<file path="config.mk">
export PLATFORM = sky130hd
export DESIGN_NAME = risc_controller
export DESIGN_NICKNAME = d
export VERILOG_FILES = /design/src/rtl/risc_controller.sv
export SDC_FILE = /design/constraint.sdc
export NUM_CORES = 1
export LEC_CHECK = 0
export ABC_AREA = 1
export BUFFER_PORTS_ARGS = -buffer_cell sky130_fd_sc_hd__buf_2
export CAP_MARGIN = 10
export CORE_MARGIN = 8
export CORE_UTILIZATION = 44
export DETAILED_ROUTE_END_ITERATION = 7
export GPL_TIMING_DRIVEN = 0
export PLACE_DENSITY = 0.88
export SETUP_SLACK_MARGIN = 0.5
export SKIP_CTS_REPAIR_TIMING = 1
export SYNTH_ARGS = -nofsm -noshare
export SYNTH_HDL_FRONTEND = slang
export SYNTH_SLANG_ARGS = --single-unit
</file>
<file path="constraint.sdc">
create_clock -name clk -period 1.59 [get_ports clk]
set_input_delay 0.477 -clock clk [delete_from_list [all_inputs] [get_ports clk]]
set_output_delay 0.477 -clock clk [all_outputs]
set_load 0.05 [all_outputs]
</file>
<file path="src/rtl/risc_controller.sv">
// Instruction register and multi-cycle control FSM for the RISC datapath.
// Holds one instruction and sequences register-file reads, ALU and writeback.
module risc_controller (
   input  logic        clk,
   input  logic        reset_n,
   input  logic        s,
   input  logic        load,
   input  logic [15:0] in,
   output logic        w,
   output logic [2:0]  readnum,
   output logic [2:0]  writenum,
   output logic        write,
   output logic        loada,
   output logic        loadb,
   output logic        loadc,
   output logic        loads,
   output logic        asel,
   output logic        bsel,
   output logic [1:0]  vsel,
   output logic [1:0]  shift,
   output logic [1:0]  ALUop,
   output logic [15:0] sximm8,
   output logic [15:0] sximm5
);

   typedef enum logic [2:0] {
      ST_WAIT,
      ST_DECODE,
      ST_GET_A,
      ST_GET_B,
      ST_ALU,
      ST_WR_REG,
      ST_WR_IMM
   } state_t;

   state_t      state_reg, state_next;
   logic [15:0] ir_reg, ir_next;

   logic [2:0] opcode;
   logic [1:0] op;
   logic [2:0] rn;
   logic [2:0] rd;
   logic [2:0] rm;
   logic       is_movi, is_movr, is_add, is_cmp, is_and, is_mvn;

   always_ff @(posedge clk) begin
      if (!reset_n) begin
         state_reg <= ST_WAIT;
         ir_reg    <= '0;
      end else begin
         state_reg <= state_next;
         ir_reg    <= ir_next;
      end
   end

   // The IR only accepts a new word while idle, so fields stay stable per instruction.
   always_comb begin
      ir_next = ir_reg;
      if (state_reg == ST_WAIT && load)
         ir_next = in;
   end

   assign opcode = ir_reg[15:13];
   assign op     = ir_reg[12:11];
   assign rn     = ir_reg[10:8];
   assign rd     = ir_reg[7:5];
   assign rm     = ir_reg[2:0];

   assign is_movi = (opcode == 3'b110) && (op == 2'b10);
   assign is_movr = (opcode == 3'b110) && (op == 2'b00);
   assign is_add  = (opcode == 3'b101) && (op == 2'b00);
   assign is_cmp  = (opcode == 3'b101) && (op == 2'b01);
   assign is_and  = (opcode == 3'b101) && (op == 2'b10);
   assign is_mvn  = (opcode == 3'b101) && (op == 2'b11);

   assign shift = ir_reg[4:3];
   assign ALUop = is_movr ? 2'b00 : op;

   generate
      for (genvar gi = 0; gi < 16; gi++) begin : g_sext
         if (gi < 8) begin : g_lo8
            assign sximm8[gi] = ir_reg[gi];
         end else begin : g_hi8
            assign sximm8[gi] = ir_reg[7];
         end
         if (gi < 5) begin : g_lo5
            assign sximm5[gi] = ir_reg[gi];
         end else begin : g_hi5
            assign sximm5[gi] = ir_reg[4];
         end
      end
   endgenerate

   always_comb begin
      state_next = state_reg;
      w          = 1'b0;
      readnum    = 3'd0;
      writenum   = 3'd0;
      write      = 1'b0;
      loada      = 1'b0;
      loadb      = 1'b0;
      loadc      = 1'b0;
      loads      = 1'b0;
      asel       = 1'b0;
      bsel       = 1'b0;
      vsel       = 2'b00;

      case (state_reg)
         ST_WAIT: begin
            w = 1'b1;
            if (s)
               state_next = ST_DECODE;
         end
         ST_DECODE: begin
            if (is_movi)
               state_next = ST_WR_IMM;
            else if (is_add || is_cmp || is_and)
               state_next = ST_GET_A;
            else if (is_movr || is_mvn)
               state_next = ST_GET_B;
            else
               state_next = ST_WAIT;
         end
         ST_GET_A: begin
            readnum    = rn;
            loada      = 1'b1;
            state_next = ST_GET_B;
         end
         ST_GET_B: begin
            readnum    = rm;
            loadb      = 1'b1;
            state_next = ST_ALU;
         end
         ST_ALU: begin
            // MOVR passes the shifted Rm through an ADD with a zeroed A operand.
            asel = is_movr;
            if (is_cmp) begin
               loads      = 1'b1;
               state_next = ST_WAIT;
            end else begin
               loadc      = 1'b1;
               state_next = ST_WR_REG;
            end
         end
         ST_WR_REG: begin
            writenum   = rd;
            vsel       = 2'b00;
            write      = 1'b1;
            state_next = ST_WAIT;
         end
         ST_WR_IMM: begin
            writenum   = rn;
            vsel       = 2'b10;
            write      = 1'b1;
            state_next = ST_WAIT;
         end
         default: begin
            state_next = ST_WAIT;
         end
      endcase

      // Reset masks every strobe immediately, even mid-instruction.
      if (!reset_n) begin
         state_next = ST_WAIT;
         w          = 1'b1;
         readnum    = 3'd0;
         writenum   = 3'd0;
         write      = 1'b0;
         loada      = 1'b0;
         loadb      = 1'b0;
         loadc      = 1'b0;
         loads      = 1'b0;
         asel       = 1'b0;
         bsel       = 1'b0;
         vsel       = 2'b00;
      end
   end

endmodule

</file>
==> metrics.md, run 1 <==
| Metric | Value |
|---|---|
| Register bit total from synthesis | `19` |
| Worst-path end type | `output port` |
| Outcome | `stopped before the end` |
| Clk sinks | `19` |
| First Err | `[ERROR DPL-0038] Utilization greater than 100%, impossible to legalize` |
| Die Height | `70.2 um` |
| Synthesized area | `1290 um2` |
| Crit. endpoint post-GRT repair | `readnum[2]` |
| Clock root cell | `clkbuf_4` |
| Dominant cell type by area after synthesis | `dfxtp_1` |
| Deepest clock path buffer count | `2` |
| I/O pin cnt | `72` |
| Dominant cells by area after synthesis | `dfxtp_1 29%, buf_4 21%, nand2_1 6.1%` |
| Yosys warning count | `0` |
| Initial Utilization | `46.4%` |
| Register area share after synthesis | `29.5%` |
| Post-Place Setup Slack | `-0.425 ns` |
| Port Buf Inserts | `69` |
| Average cell area after synthesis | `7.30 um2` |
| Post-synth cell types | `22` |
| Post-synth top area share | `29.5%` |
| Largest net degree at the start of global routing | `16` |
| Die width | `70.2 um` |
| CTS HTree Levels | `1` |
| Final GP Congestion | `0.789` |
| Num CTS Buffers | `3` |
| Cell count after synthesis | `177` |
| Dpl hpwl | `3120 um` |
| Num rows | `19` |
| Exit stage | `5_1_grt` |
## per-stage QoR
step | hold WS (ns) | setup TNS (ns) | std cells | instance area [um2]
after floorplan | 0.457 | -0.479 | 178 | 1510
after global placement | 0.475 | -3.29 | 278 | 1900
after detailed placement | 0.488 | -3.42 | 278 | 1900
after CTS | 0.418 | -6.63 | 282 | 1930
## Yosys cell counts
library cell	number
buf_4	36
buf_6	2
a21oi_2	6
nand2_2	3
conb_1	1
dfxtp_1	19
nand2_1	21
o21ai_2	4
buf_12	1
nand4_1	1
nor2_8	1
o21ai_0	9
a21oi_1	14
o22ai_1	7
nand2_4	2
inv_1	20
clkbuf_1	3
inv_2	3
nand3b_1	1
nand3_1	7
buf_2	1
nor2_1	15
## kinds of logic after synthesis
logic type	after synthesis	share of synthesized area [%]
other	1	0.290
flip-flops	19	29.5
buffers and inverters	66	32.2
AND/OR/NAND/NOR	51	19.0
AO/OA/AOI/OAI	40	19.1
==> inputs of run 2 (changes only) <==
CORE_UTILIZATION = 30   (was 44)
PLACE_DENSITY = not set   (was 0.88)
PLACE_DENSITY_LB_ADDON = 0.15   (was not set)
SETUP_SLACK_MARGIN = not set   (was 0.5)
==> metrics.md, run 2 <==
| Metric | Value |
|---|---|
| Outcome | `complete, but fails checks` |
| Failing checks | `negative setup slack` |
| Initial antenna violation count | `0` |
| Final setup fails | `12` |
| Num CTS Buffers | `3 (unchanged)` |
| Slowest CP cell | `dfxtp_2` |
| Total grt overflow | `0` |
| Antenna diode count | `0` |
| Clock root cell | `clkbuf_8` |
| RSZ-0062 raised after global routing | `yes` |
| Worst-skew pair later-pin latency | `0.26 ns` |
| Synthesized area | `1290 um2 (unchanged)` |
| Final GP Congestion | `0.753 (-4.6%)` |
| Critical path, cell by cell | `buf_8 > nand4_1 > buf_6 > o22ai_4 > buf_6` |
| WL final | `3630 um` |
| Post-Place Setup Slack | `-0.414 ns (+0.0115 ns)` |
| Via-per-instance ratio | `4.17` |
| Slew Viols, Final | `0` |
| Critical Path Start Type | `flop` |
| Maximum VDD drop | `0.000344 V` |
| Register bit total from synthesis | `19 (unchanged)` |
| Die Height | `81.6 um (+16%)` |
| Port Buf Inserts | `69 (unchanged)` |
| Post-synth cell types | `22 (unchanged)` |
| Max-Cap Viols | `0` |
| Die area | `6660 um2` |
| Area Overhead vs Synth | `72.6%` |
| CP Class | `flop to primary output` |
| Ys async rst share | `0% (unchanged)` |
| Register area share after synthesis | `29.5% (unchanged)` |
| Die width | `81.6 um (+16%)` |
| Crit path top cell by count | `buf_6` |
| Dominant cells by area after synthesis | `dfxtp_1 29%, buf_4 21%, nand2_1 6.1%` |
| Commonest cells after routing, fill and taps aside | `43 x buf_2, 40 x buf_4, 16 x inv_1` |
| DR pass1 iterations | `4` |
| Cell count after synthesis | `177 (unchanged)` |
| Vias in the first global route | `1201` |
| Most common cell after layout, fill and taps aside | `buf_2` |
| I/O pin cnt | `72 (unchanged)` |
| Final nets | `278` |
| Finished Layout Cells | `309` |
| CP endpoint kind | `primary output` |
| Clk_skew | `0.00211 ns` |
| Antenna-violating nets left | `0` |
| Layout cells sized above 1 | `68.5%` |
| First-pass GRT wire length | `5430 um` |
| Final worst-path cycle share | `113%` |
| CTS HTree Levels | `1 (unchanged)` |
| Max FFs per register | `16` |
| Static leakage | `1.08 nW` |
| Final Hold Vio Count | `0` |
| Internal reg-to-reg setup slack | `0.29 ns` |
| Highest clock rate | `554 MHz` |
| WP data arrival | `1.33 ns` |
| Post-synth EDFFs | `0 (unchanged)` |
| Final WS setup | `-0.214 ns` |
| Num rows | `24 (+5)` |
| Finished Core Util | `52.3%` |
| Most numerous cell in the Yosys netlist | `buf_4` |
| CP Buf/Inv Count | `3` |
| Largest net degree at the start of global routing | `16` |
| CP Data Required Time | `1.11 ns` |
| Total power | `1.60 mW` |
| CTS tree | `done` |
| Number of remaining DRC errors | `0` |
| Via count | `1289` |
| Crit-path max FO | `8` |
| Dpl hpwl | `2830 um (-9.4%)` |
| Top Family by Delay on Critical Path | `buffers and inverters` |
| Initial DRC Count | `31` |
| Average cell area after synthesis | `7.30 um2 (unchanged)` |
| Inst Count DP | `299 (+7.6%)` |
| All-Layer GR Usage | `10.3%` |
| Power Dens Cells | `717 nW/um2` |
| Clock-pin slew on the worst setup and hold paths | `0.07 ns` |
| Core Area | `4260 um2` |
| Initial Utilization | `30.3% (-16 points)` |
| Deepest clock path buffer count | `2 (unchanged)` |
| Minimum clock period after layout | `1.80 ns` |
| Primary FF master, synth | `dfxtp_1` |
| Post-synth top area share | `29.5% (unchanged)` |
| Clk sinks | `19 (unchanged)` |
| Yosys warning count | `0 (unchanged)` |
| Routed WL per cell | `11.7 um` |
| Hold Crit Class | `primary input to flop` |
| Max stage delay on crit path | `0.33 ns` |
| Most frequent cells after synthesis | `36 x buf_4, 21 x nand2_1, 20 x inv_1, 19 x dfxtp_1, 15 x nor2_1` |
| Final hold slack | `0.472 ns` |
| Dominant cell type by area after synthesis | `dfxtp_1` |
-- run 2: final cells by class --
| cell class | instances | area (um2) |
|---|---|---|
| inverter | 23 | 104 |
| timing repair buffer | 75 | 538 |
| multi-input combinational | 93 | 721 |
| clock buffer | 4 | 45.0 |
| buffer | 43 | 358 |
| sequential | 19 | 398 |
| tap | 52 | 65.1 |
| fill | 424 | 2040 |
-- run 2: final timing paths --
check	start	to	cells after the start
max	state_reg[2]$_SDFFE_PN0P_	writenum[2]	5
min	in[6]	ir_reg[6]$_SDFFE_PN0P_	3
max reg2reg	state_reg[2]$_SDFFE_PN0P_	ir_reg[8]$_SDFFE_PN0P_	7
min reg2reg	ir_reg[14]$_SDFFE_PN0P_	ir_reg[14]$_SDFFE_PN0P_	2
-- run 2: kinds of logic after synthesis --
group	after synthesis	share of synthesized area (%)
DFF	19	29.5
buffers and inverters	66	32.2
other	1	0.290
AOI/OAI and AO/OA	40	19.1
and+or+nand+nor	51	19.0
-- run 2: worst min-delay path, stage by stage --
cell	delay [ns]
buf_2	0.08
o21ai_2	0.06
a21oi_2	0.08
-- run 2: power by group --
part	switching, mW	internal, mW	total, mW
Sequential	0.0389	0.515	0.553
Clock	0.169	0.179	0.348
Combinational	0.461	0.236	0.697
-- run 2: through the flow --
stage | setup TNS [ns] | cell area [um2]
floorplan | -0.461 | 1470
global placement | -3.98 | 1880
detailed placement | -4.08 | 1880
CTS | -8.93 | 1920
global route | -2.84 | 2230
finish | -2.04 | 2230
-- run 2: layer usage --
metal	vias to the layer above	track usage, %	routed length (um)
li1	686	-	-
met1	552	12.9	1540
met2	46	16.8	1710
met3	5	1.97	319
met4	0	4.21	55
met5	-	0	0
No activity file was read; power rests on OpenSTA's default activity.
